## src/rtl/usb_tx_encoder.sv

```systemverilog
// usb_tx_encoder: full-speed USB transmit serialiser.
// SYNC, PID, payload, CRC16 with bit stuffing, NRZI and EOP.
module usb_tx_encoder #(
   parameter int CLKS_PER_BIT = 4,
   parameter int MAX_PACKET   = 64
) (
   input  logic       clk,
   input  logic       n_rst,
   input  logic [2:0] tx_packet,
   input  logic [6:0] buffer_occupancy,
   input  logic [7:0] tx_packet_data,
   output logic       get_tx_packet_data,
   output logic       dp_out,
   output logic       dm_out,
   output logic       tx_transfer_active,
   output logic       tx_error
);
   localparam int TW = (CLKS_PER_BIT > 1) ? $clog2(CLKS_PER_BIT) : 1;
   localparam logic [TW-1:0] TICK_LAST = TW'(CLKS_PER_BIT - 1);
   localparam logic [6:0] MAX_LEN = 7'(MAX_PACKET);

   typedef enum logic [2:0] {
      S_IDLE, S_SYNC, S_PID, S_DATA, S_CRC, S_EOP_SE0, S_EOP_J
   } state_t;

   state_t        r_state;
   logic [TW-1:0] r_tick;
   logic [3:0]    r_bitcnt;
   logic [15:0]   r_shift;
   logic [15:0]   r_crc;
   logic [2:0]    r_ones;
   logic [6:0]    r_left;
   logic [2:0]    r_cmd;
   logic          r_j;
   logic          r_dp;
   logic          r_dm;
   logic          r_active;
   logic          r_err;

   logic          w_isdata;
   logic          w_wrap;
   logic          w_last;
   logic          w_stuff;
   logic          w_fetch;
   logic          w_nbit;
   logic          w_nlvl;
   logic [7:0]    w_pid;
   logic [15:0]   w_crc_out;
   logic [15:0]   w_crc_nxt;

   // PID byte for the latched command
   always_comb begin
      w_pid = 8'h00;
      unique case (r_cmd)
         3'd1:    w_pid = 8'hC3;
         3'd2:    w_pid = 8'h4B;
         3'd3:    w_pid = 8'hD2;
         3'd4:    w_pid = 8'h5A;
         3'd5:    w_pid = 8'h1E;
         default: w_pid = 8'h00;
      endcase
   end

   // Bit-boundary decisions: stuff, byte fetch, next bit and its CRC/NRZI effect
   always_comb begin
      w_crc_out = '0;
      w_nbit    = 1'b0;
      w_isdata  = (r_cmd == 3'd1) || (r_cmd == 3'd2);
      w_wrap    = (r_state != S_IDLE) && (r_tick == TICK_LAST);
      w_last    = (r_state == S_CRC) ? (r_bitcnt == 4'd15)
                                     : (r_bitcnt == 4'd7);
      w_stuff   = w_wrap && (r_ones == 3'd6) &&
                  (r_state inside {S_PID, S_DATA, S_CRC});
      w_fetch   = w_wrap && !w_stuff && w_last && (r_left != 7'd0) &&
                  ((r_state == S_PID && w_isdata) || r_state == S_DATA);
      // complemented CRC, reversed so it leaves bit 15 first
      for (int i = 0; i < 16; i++) w_crc_out[i] = ~r_crc[15-i];
      if (!w_last)                 w_nbit = r_shift[0];
      else if (r_state == S_SYNC)  w_nbit = w_pid[0];
      else if (w_fetch)            w_nbit = tx_packet_data[0];
      else                         w_nbit = w_crc_out[0];
      w_crc_nxt = {r_crc[14:0], 1'b0} ^
                  ((w_nbit ^ r_crc[15]) ? 16'h8005 : 16'h0000);
      w_nlvl    = w_nbit ? r_j : ~r_j;
   end

   // Transmit FSM, bit timer, shifter, CRC and registered line drive
   always_ff @(posedge clk or negedge n_rst) begin
      if (!n_rst) begin
         r_state  <= S_IDLE;
         r_tick   <= '0;
         r_bitcnt <= '0;
         r_shift  <= '0;
         r_crc    <= '0;
         r_ones   <= '0;
         r_left   <= '0;
         r_cmd    <= '0;
         r_j      <= 1'b1;
         r_dp     <= 1'b1;
         r_dm     <= 1'b0;
         r_active <= 1'b0;
         r_err    <= 1'b0;
      end else begin
         r_err <= 1'b0;
         if (r_state == S_IDLE) begin
            r_tick <= '0;
            if (tx_packet[2:1] == 2'b11 ||
                ((tx_packet == 3'd1 || tx_packet == 3'd2) &&
                 buffer_occupancy > MAX_LEN)) begin
               r_err <= 1'b1;
            end else if (tx_packet != 3'd0) begin
               r_state  <= S_SYNC;
               r_cmd    <= tx_packet;
               r_left   <= (tx_packet == 3'd1 || tx_packet == 3'd2)
                           ? buffer_occupancy : 7'd0;
               r_crc    <= 16'hFFFF;
               r_ones   <= '0;
               r_bitcnt <= '0;
               r_shift  <= 16'h0040;
               r_j      <= 1'b0;
               r_dp     <= 1'b0;
               r_dm     <= 1'b1;
               r_active <= 1'b1;
            end
         end else begin
            r_tick <= w_wrap ? '0 : r_tick + TW'(1);
            if (w_stuff) begin
               r_ones <= '0;
               r_j    <= ~r_j;
               r_dp   <= ~r_j;
               r_dm   <= r_j;
            end else if (w_wrap) begin
               if ((r_state inside {S_SYNC, S_PID, S_DATA, S_CRC}) &&
                   !w_last) begin
                  r_bitcnt <= r_bitcnt + 4'd1;
                  r_shift  <= r_shift >> 1;
                  r_j      <= w_nlvl;
                  r_dp     <= w_nlvl;
                  r_dm     <= ~w_nlvl;
                  if (r_state != S_SYNC)
                     r_ones <= w_nbit ? r_ones + 3'd1 : 3'd0;
                  if (r_state == S_DATA)
                     r_crc <= w_crc_nxt;
               end else begin
                  unique case (r_state)
                     S_SYNC: begin
                        r_state  <= S_PID;
                        r_bitcnt <= '0;
                        r_shift  <= {9'd0, w_pid[7:1]};
                        r_j      <= w_nlvl;
                        r_dp     <= w_nlvl;
                        r_dm     <= ~w_nlvl;
                        r_ones   <= w_nbit ? 3'd1 : 3'd0;
                     end
                     S_PID, S_DATA: begin
                        r_bitcnt <= '0;
                        if (w_fetch) begin
                           r_state <= S_DATA;
                           r_shift <= {9'd0, tx_packet_data[7:1]};
                           r_left  <= r_left - 7'd1;
                           r_crc   <= w_crc_nxt;
                        end else if (r_state == S_DATA || w_isdata) begin
                           r_state <= S_CRC;
                           r_shift <= {1'b0, w_crc_out[15:1]};
                        end else begin
                           r_state <= S_EOP_SE0;
                        end
                        if (w_fetch || r_state == S_DATA || w_isdata) begin
                           r_j    <= w_nlvl;
                           r_dp   <= w_nlvl;
                           r_dm   <= ~w_nlvl;
                           r_ones <= w_nbit ? r_ones + 3'd1 : 3'd0;
                        end else begin
                           r_ones <= '0;
                           r_dp   <= 1'b0;
                           r_dm   <= 1'b0;
                        end
                     end
                     S_CRC: begin
                        r_state  <= S_EOP_SE0;
                        r_bitcnt <= '0;
                        r_ones   <= '0;
                        r_dp     <= 1'b0;
                        r_dm     <= 1'b0;
                     end
                     S_EOP_SE0: begin
                        if (r_bitcnt == 4'd0) begin
                           r_bitcnt <= 4'd1;
                        end else begin
                           r_state  <= S_EOP_J;
                           r_bitcnt <= '0;
                           r_j      <= 1'b1;
                           r_dp     <= 1'b1;
                           r_dm     <= 1'b0;
                        end
                     end
                     S_EOP_J: begin
                        r_state  <= S_IDLE;
                        r_active <= 1'b0;
                     end
                     default: ;
                  endcase
               end
            end
         end
      end
   end

   assign get_tx_packet_data = w_fetch;
   assign dp_out             = r_dp;
   assign dm_out             = r_dm;
   assign tx_transfer_active = r_active;
   assign tx_error           = r_err;
endmodule

```

## config.mk

```make
export PLATFORM = sky130hd
export DESIGN_NAME = usb_tx_encoder
export DESIGN_NICKNAME = d
export VERILOG_FILES = /design/src/rtl/usb_tx_encoder.sv
export SDC_FILE = /design/constraint.sdc
export NUM_CORES = 1
export LEC_CHECK = 0
export ABC_AREA = 1
export CAP_MARGIN = 15
export CORE_ASPECT_RATIO = 1.75
export CORE_UTILIZATION = 53
export DETAILED_ROUTE_END_ITERATION = 10
export GPL_ROUTABILITY_DRIVEN = 0
export PLACE_DENSITY = 0.82
export SYNTH_ARGS = -nofsm -noshare
export SYNTH_HDL_FRONTEND = slang
export SYNTH_SLANG_ARGS = --single-unit
export TNS_END_PERCENT = 30
```

## constraint.sdc

```tcl
create_clock -name clk -period 2.2 [get_ports clk]
set_clock_uncertainty 0.05 [all_clocks]
set_input_delay 0.44 -clock clk [delete_from_list [all_inputs] [get_ports clk]]
set_output_delay 0.44 -clock clk [all_outputs]
set_load 0.01 [all_outputs]
```

==> results of run 1 <==
-- repair_timing --
item                       4_1_cts  5_1_grt
resized for setup               24       73
pin swaps                        5       21
setup endpoints to repair       39       52
hold buffers                     0        0
cloned                           1        1
setup buffers                    3       18
-- routing by layer --
layer | vias to the layer above | track usage
met3 | 64 | 0.0622
met4 | 0 | 0.246
li1 | 1666 | -
met2 | 170 | 0.550
met5 | - | 0
met1 | 1745 | 0.306
-- registers in the layout, summed over array words and instances (netlist names) --
signal              count
r_left                  7
tx_transfer_active      1
r_j                     1
r_cmd                   3
tx_error                1
dm_out                  1
r_tick                  2
r_bitcnt                4
r_shift                15
dp_out                  1
r_state                 3
r_ones                  3
r_crc                  16
-- area by class of cell --
cell class	count	share of cell area
clock inverter	4	0.0149
inverter	61	0.0492
clock buffer	12	0.0340
timing repair buffer	105	0.189
multi-input combinational	307	0.392
tap	80	0.0206
sequential	58	0.300
-- cells in the final DEF, fill, tap and decap left out, drive strengths merged, types with 15 or more instances in the layout --
cell type       n
o21ai          41
a22oi          15
nand2          96
inv            60
nor2           44
dfrtp          56
clkdlybuf4s50  22
a21oi          21
nand3          45
buf            83
-- power by group through the flow --
stage / clock network [W] / registers, W / logic, W
after global placement: 0 / 0.00174 / 0.00379
after floorplan: 0 / 0.00169 / 0.00251
final: 0.00119 / 0.00178 / 0.00513
after CTS: 0.00118 / 0.00174 / 0.00411
after global routing: 0.00125 / 0.00182 / 0.00552
after detailed placement: 0 / 0.00175 / 0.00393
-- logic make-up after synthesis --
family                   count (synthesis)  share of synthesized area
XOR/XNOR                                 6                     0.0154
AO/OA/AOI/OAI                          102                      0.189
adder cells (fa/ha/maj)                  6                     0.0221
multiplexers                             1                    0.00331
flip-flops                              58                      0.427
buffers and inverters                   75                     0.0937
AND/OR/NAND/NOR                        191                      0.249
-- worst min path at each step --
stage,slack [ns],startpoint,cells past startpoint,endpoint
3_5_place_dp,0.39,r_tick[0],1,r_tick[0]
6_report,0.002,n_rst,1,r_tick[0]
5_1_grt,0.03,n_rst,1,r_tick[0]
4_1_cts,0.02,n_rst,1,r_left[0]
3_3_place_gp,0.37,r_tick[0],1,r_tick[0]
2_1_floorplan,0.09,n_rst,0,dm_out
-- critical path: stages, from the launching register on --
cell,delay (ns)
dfrtp_2,0.45
nor2_4,0.18
nand2_4,0.08
buf_8,0.14
clkinv_4,0.05
nor2_2,0.04
inv_2,0.08
nand2_2,0.07
nor2_4,0.14
inv_4,0.06
nor2_8,0.16
nand2_4,0.08
nor3_4,0.19
buf_6,0.17
buf_4,0.15
a22oi_2,0.05
-- metrics by stage --
stage          cell area, µm²  hold WS [ns]  cells  TNS, ns  setup slack, ns
4_1_cts                  4480        0.0213    610   -0.147          -0.0420
2_1_floorplan            3400        0.0944    439        0           0.0901
5_1_grt                  4860        0.0262    627    -4.08           -0.157
3_5_place_dp             4160         0.393    590   -11.34           -0.353
3_3_place_gp             4160         0.370    590    -6.09           -0.244
6_report                 4860       0.00207    627   -0.835          -0.0679
==> results.json, run 1 <==
{
  "setup_ws_ns": -0.0679,
  "p_switching_w": 0.00373,
  "antenna_found_initial": 0,
  "clkTransAtPathRegs_ns": 0.08,
  "yosysMostFrequentCell": "nand2_1",
  "hold_path.class": "in -> async",
  "grt_pass1_vias": 3542,
  "synth_top_area_share": 0.412,
  "cts_buffers": 9,
  "num_vias": 3645,
  "grt_max_degree": 39,
  "combPwrFrac": 0.633,
  "ctsRootBufferMaster": "clkbuf_8",
  "reg2reg_slack_ns": -0.07,
  "area_growth_pct": 42.7,
  "min_period_over_period": 1.03,
  "ys_types": 36,
  "power.density_mw_per_mm2": 1670,
  "wirelength_mm": 11.1,
  "timing.critical_path.to": "r_crc[12]",
  "fill_cells": 372,
  "worst_slew_pin_slew_ns": 0.556,
  "hold_violations": 0,
  "grt_pass1_wl_mm": 15.7,
  "route.met2.wl_mm": 5.97,
  "grt_usage": 0.308,
  "async_flop_share": 1.00,
  "synth_edf_count": 0,
  "grt_setup_unrepaired": "true",
  "nets": 568,
  "routed_via_density": 5.81,
  "setup_viol": 20,
  "yosys_register_bits": 58,
  "highest_layer": "met4",
  "cts_tree": "yes",
  "swShare": 0.460,
  "avgSynthCellArea_um2": 7.76,
  "dr_wl_met3_um": 549,
  "synth-seq-area-share": 0.427,
  "p_leak_nw": 2.30,
  "m1WireLength_mm": 3.93,
  "yosysTopAreaCell": "dfrtp_1",
  "fin_util": 0.786,
  "worstRegToRegCells": 15,
  "port_buffers": 24,
  "synth_ff_type": "dfrtp_1",
  "detail-route-antenna-nets": 0,
  "synthCells": 439,
  "grt_remaining_overflow": 0,
  "yosys-top-cells-count": "nand2_1 (91), dfrtp_1 (56), inv_1 (54)",
  "critPathLaunchType": "flip-flop",
  "syn-cell-area_mm2": 0.00340,
  "core-area_mm2": 0.00618,
  "vdd_drop_max_v": 0.00105,
  "cp_max_fo": 7,
  "cts.path.max_buffers": 2,
  "required_ns": 2.39,
  "die_y_um": 108,
  "multi_input_area_mm2": 0.00191,
  "violations": "negative setup slack",
  "drv_cap": 0,
  "cts_sinks": 58,
  "clock_latency_ns": 0.37,
  "maxSlewViolCount": 0,
  "crit_path_start": "r_state[0]",
  "htreeDepth": 3,
  "start_util": 0.551,
  "diodes": 0,
  "power.total_w": 0.00810,
  "internal_power_w": 0.00437,
  "fmax_mhz": 441,
  "timing.rr.start": "r_state[0]",
  "synth_top_cells_by_area": "dfrtp_1 (41%), nand2_1 (10%), nand3_1 (6.3%)",
  "ioPinCount": 25,
  "pwr-share-seq": 0.220,
  "fin_crit_ns": 2.27,
  "drive_above_1_share": 0.347,
  "run_status": "complete, but fails checks",
  "route.detailed.drc": 0,
  "die_x_um": 62.6,
  "dieArea_mm2": 0.00676,
  "dr.pass1.iters": 5,
  "clock_power_share": 0.146,
  "reg2reg_to": "r_crc[12]",
  "num_rows": 38,
  "yosys_warnings": 0,
  "ff_latch_area_mm2": 0.00146,
  "critical_path_arrival_ns": 2.46,
  "syn_nets": 465,
  "drtIter0Drc": 298,
  "dp_hpwl_mm": 6.69,
  "cp-end-kind": "flip-flop",
  "max_slew_margin": 0.629,
  "wl_per_cell_um": 17.8,
  "worstSetupPathType": "reg -> reg"
}
Note: power is estimated with default switching activity, not from simulation.
==> inputs of run 2 (changes only) <==
--- a/config.mk
+++ b/config.mk
@@ -8,6 +8,7 @@
 export ABC_AREA = 1
 export CAP_MARGIN = 15
 export CORE_ASPECT_RATIO = 1.75
+export CORE_MARGIN = 3
 export CORE_UTILIZATION = 53
 export DETAILED_ROUTE_END_ITERATION = 10
 export GPL_ROUTABILITY_DRIVEN = 0
==> results.json, run 2 (synthesized netlist as in run 1, its figures left out) <==
{
  "die_x_um": 66.6,
  "pwr-share-seq": 0.219,
  "grt_setup_unrepaired": "true",
  "worstRegToRegCells": 17,
  "clock_power_share": 0.123,
  "wl_per_cell_um": 19.6,
  "start_util": 0.547,
  "wirelength_mm": 12.5,
  "drive_above_1_share": 0.353,
  "worst_slew_pin_slew_ns": 0.394,
  "min_period_over_period": 1.07,
  "maxSlewViolCount": 0,
  "num_vias": 3869,
  "cp-end-kind": "flip-flop",
  "grt_usage": 0.288,
  "fin_cells": 636,
  "final_common_cell": "buf_4",
  "internal_power_w": 0.00423,
  "htreeDepth": 3,
  "routed_via_density": 6.08,
  "place_area_mm2": 0.00424,
  "dp_slack_ns": -0.337,
  "dp.cells": 601,
  "cts.path.max_buffers": 2,
  "timing.rr.start": "r_state[0]",
  "fin_crit_ns": 2.35,
  "holdCritStartpoint": "dp_out",
  "run_status": "complete, but fails checks",
  "regMostFlops": "r_crc",
  "combPwrFrac": 0.658,
  "grt_max_degree": 31,
  "drtIter0Drc": 445,
  "reg2reg_to": "r_crc[15]",
  "clock_latency_ns": 0.36,
  "final_area_mm2": 0.00492,
  "drv_cap": 0,
  "diodes": 0,
  "ioPinCount": 25,
  "hold_violations": 0,
  "die_y_um": 112,
  "largest_reg_flops": 16,
  "area_growth_pct": 44.5,
  "grt_remaining_overflow": 0,
  "reg2reg_slack_ns": -0.15,
  "port_buffers": 24,
  "grt_pass1_vias": 3652,
  "dp_hpwl_mm": 6.81,
  "swShare": 0.478,
  "p_switching_w": 0.00386,
  "dieArea_mm2": 0.00746,
  "clkTransAtPathRegs_ns": 0.08,
  "hold_depth": 2,
  "cts_sinks": 58,
  "route.detailed.drc": 0,
  "cts_buffers": 9,
  "fmax_mhz": 425,
  "ctsRootBufferMaster": "clkbuf_8",
  "hold_path.class": "reg -> reg",
  "violations": "negative setup slack",
  "cts_tree": "yes",
  "num_rows": 38,
  "critPathLaunchType": "flip-flop",
  "setup_viol": 40,
  "grt_pass1_wl_mm": 16.6,
  "core-area_mm2": 0.00623,
  "dr.pass1.iters": 7,
  "setup_ws_ns": -0.152,
  "final_cell_mix": "buf_4 (73), nand2_1 (71), dfrtp_1 (55)",
  "critical_path_arrival_ns": 2.55,
  "worstSetupPathType": "reg -> reg",
  "nets": 577,
  "power.density_mw_per_mm2": 1640,
  "vdd_drop_max_v": 0.00107,
  "reg_top3": "r_crc (16), r_shift (15), r_left (7)",
  "p_leak_nw": 2.35,
  "detail-route-antenna-nets": 0,
  "required_ns": 2.40,
  "whs_ns": 0.432,
  "hold_end": "dp_out",
  "max_slew_margin": 0.737,
  "antenna_found_initial": 0,
  "cp_max_fo": 4
}
[run 2: power by group through the flow]
| stage | clock network [W] | registers, W | logic [W] |
|---|---|---|---|
| floorplan | 0 | 0.00169 | 0.00251 |
| detailed placement | 0 | 0.00174 | 0.00405 |
| finish | 0.000995 | 0.00177 | 0.00533 |
| global route | 0.00105 | 0.00181 | 0.00568 |
| CTS | 0.000995 | 0.00173 | 0.00424 |
| global placement | 0 | 0.00172 | 0.00394 |
[run 2: how the worst max path moves through the flow]
| stage | startpoint | endpoint | slack [ns] | depth (start not counted) |
|---|---|---|---|---|
| final | r_state[0] | r_crc[15] | -0.15 | 17 |
| after global placement | tx_packet[1] | r_cmd[0] | -0.24 | 11 |
| after floorplan | r_state[0] | r_crc[10] | 0.09 | 12 |
| after CTS | r_state[1] | r_crc[1] | -0.03 | 13 |
| after global routing | r_state[0] | r_crc[15] | -0.25 | 17 |
| after detailed placement | tx_packet[1] | r_cmd[0] | -0.34 | 11 |
[run 2: worst max-delay path, stage by stage, from the launching register on]
cell and delay (ns):
dfrtp_1 0.44, nor2_4 0.22, buf_12 0.14, nand2_8 0.05
nand2_2 0.08, nor2_2 0.05, nand2_2 0.10, nand2_4 0.07
buf_6 0.13, o21bai_4 0.17, nand3_2 0.12, nand2_4 0.13
buf_6 0.10, nand3_2 0.08, nand3_2 0.10, nand3_1 0.08
nand2_1 0.08, inv_1 0.04
[run 2: per-layer routing]
metal | part of all wire | vias to the layer above | track usage | wire, µm
met2 | 0.52 | 259 | 0.484 | 6470
met5 | 0 | - | 0 | 0
li1 | - | 1681 | - | -
met1 | 0.32 | 1821 | 0.315 | 4050
met3 | 0.067 | 108 | 0.0631 | 835
met4 | 0.089 | 0 | 0.191 | 1110
[run 2: area by class of cell]
| type | count | area, µm² |
|---|---|---|
| multi-input combinational | 306 | 1890 |
| sequential | 58 | 1460 |
| clock buffer | 9 | 124 |
| inverter | 61 | 239 |
| timing repair buffer | 115 | 1040 |
| fill | 365 | 1310 |
| clock inverter | 7 | 70.1 |
| tap | 80 | 100 |
[run 2: per-stage QoR]
stage | total power [W] | setup TNS (ns) | utilization
3_3_place_gp | 0.00566 | -7.10 | 0.681
2_1_floorplan | 0.00420 | 0 | -
6_report | 0.00809 | -2.50 | 0.790
3_5_place_dp | 0.00579 | -11.25 | 0.681
4_1_cts | 0.00696 | -0.326 | 0.725
5_1_grt | 0.00854 | -6.35 | 0.790
[run 2: repair_timing]
action,in CTS,in global routing
gates cloned,0,2
buffers inserted,3,13
endpoints found under the hold margin,12,0
hold buffers,1,0
pin swaps,3,15
endpoints found under the setup margin,45,51
resized for setup,19,81
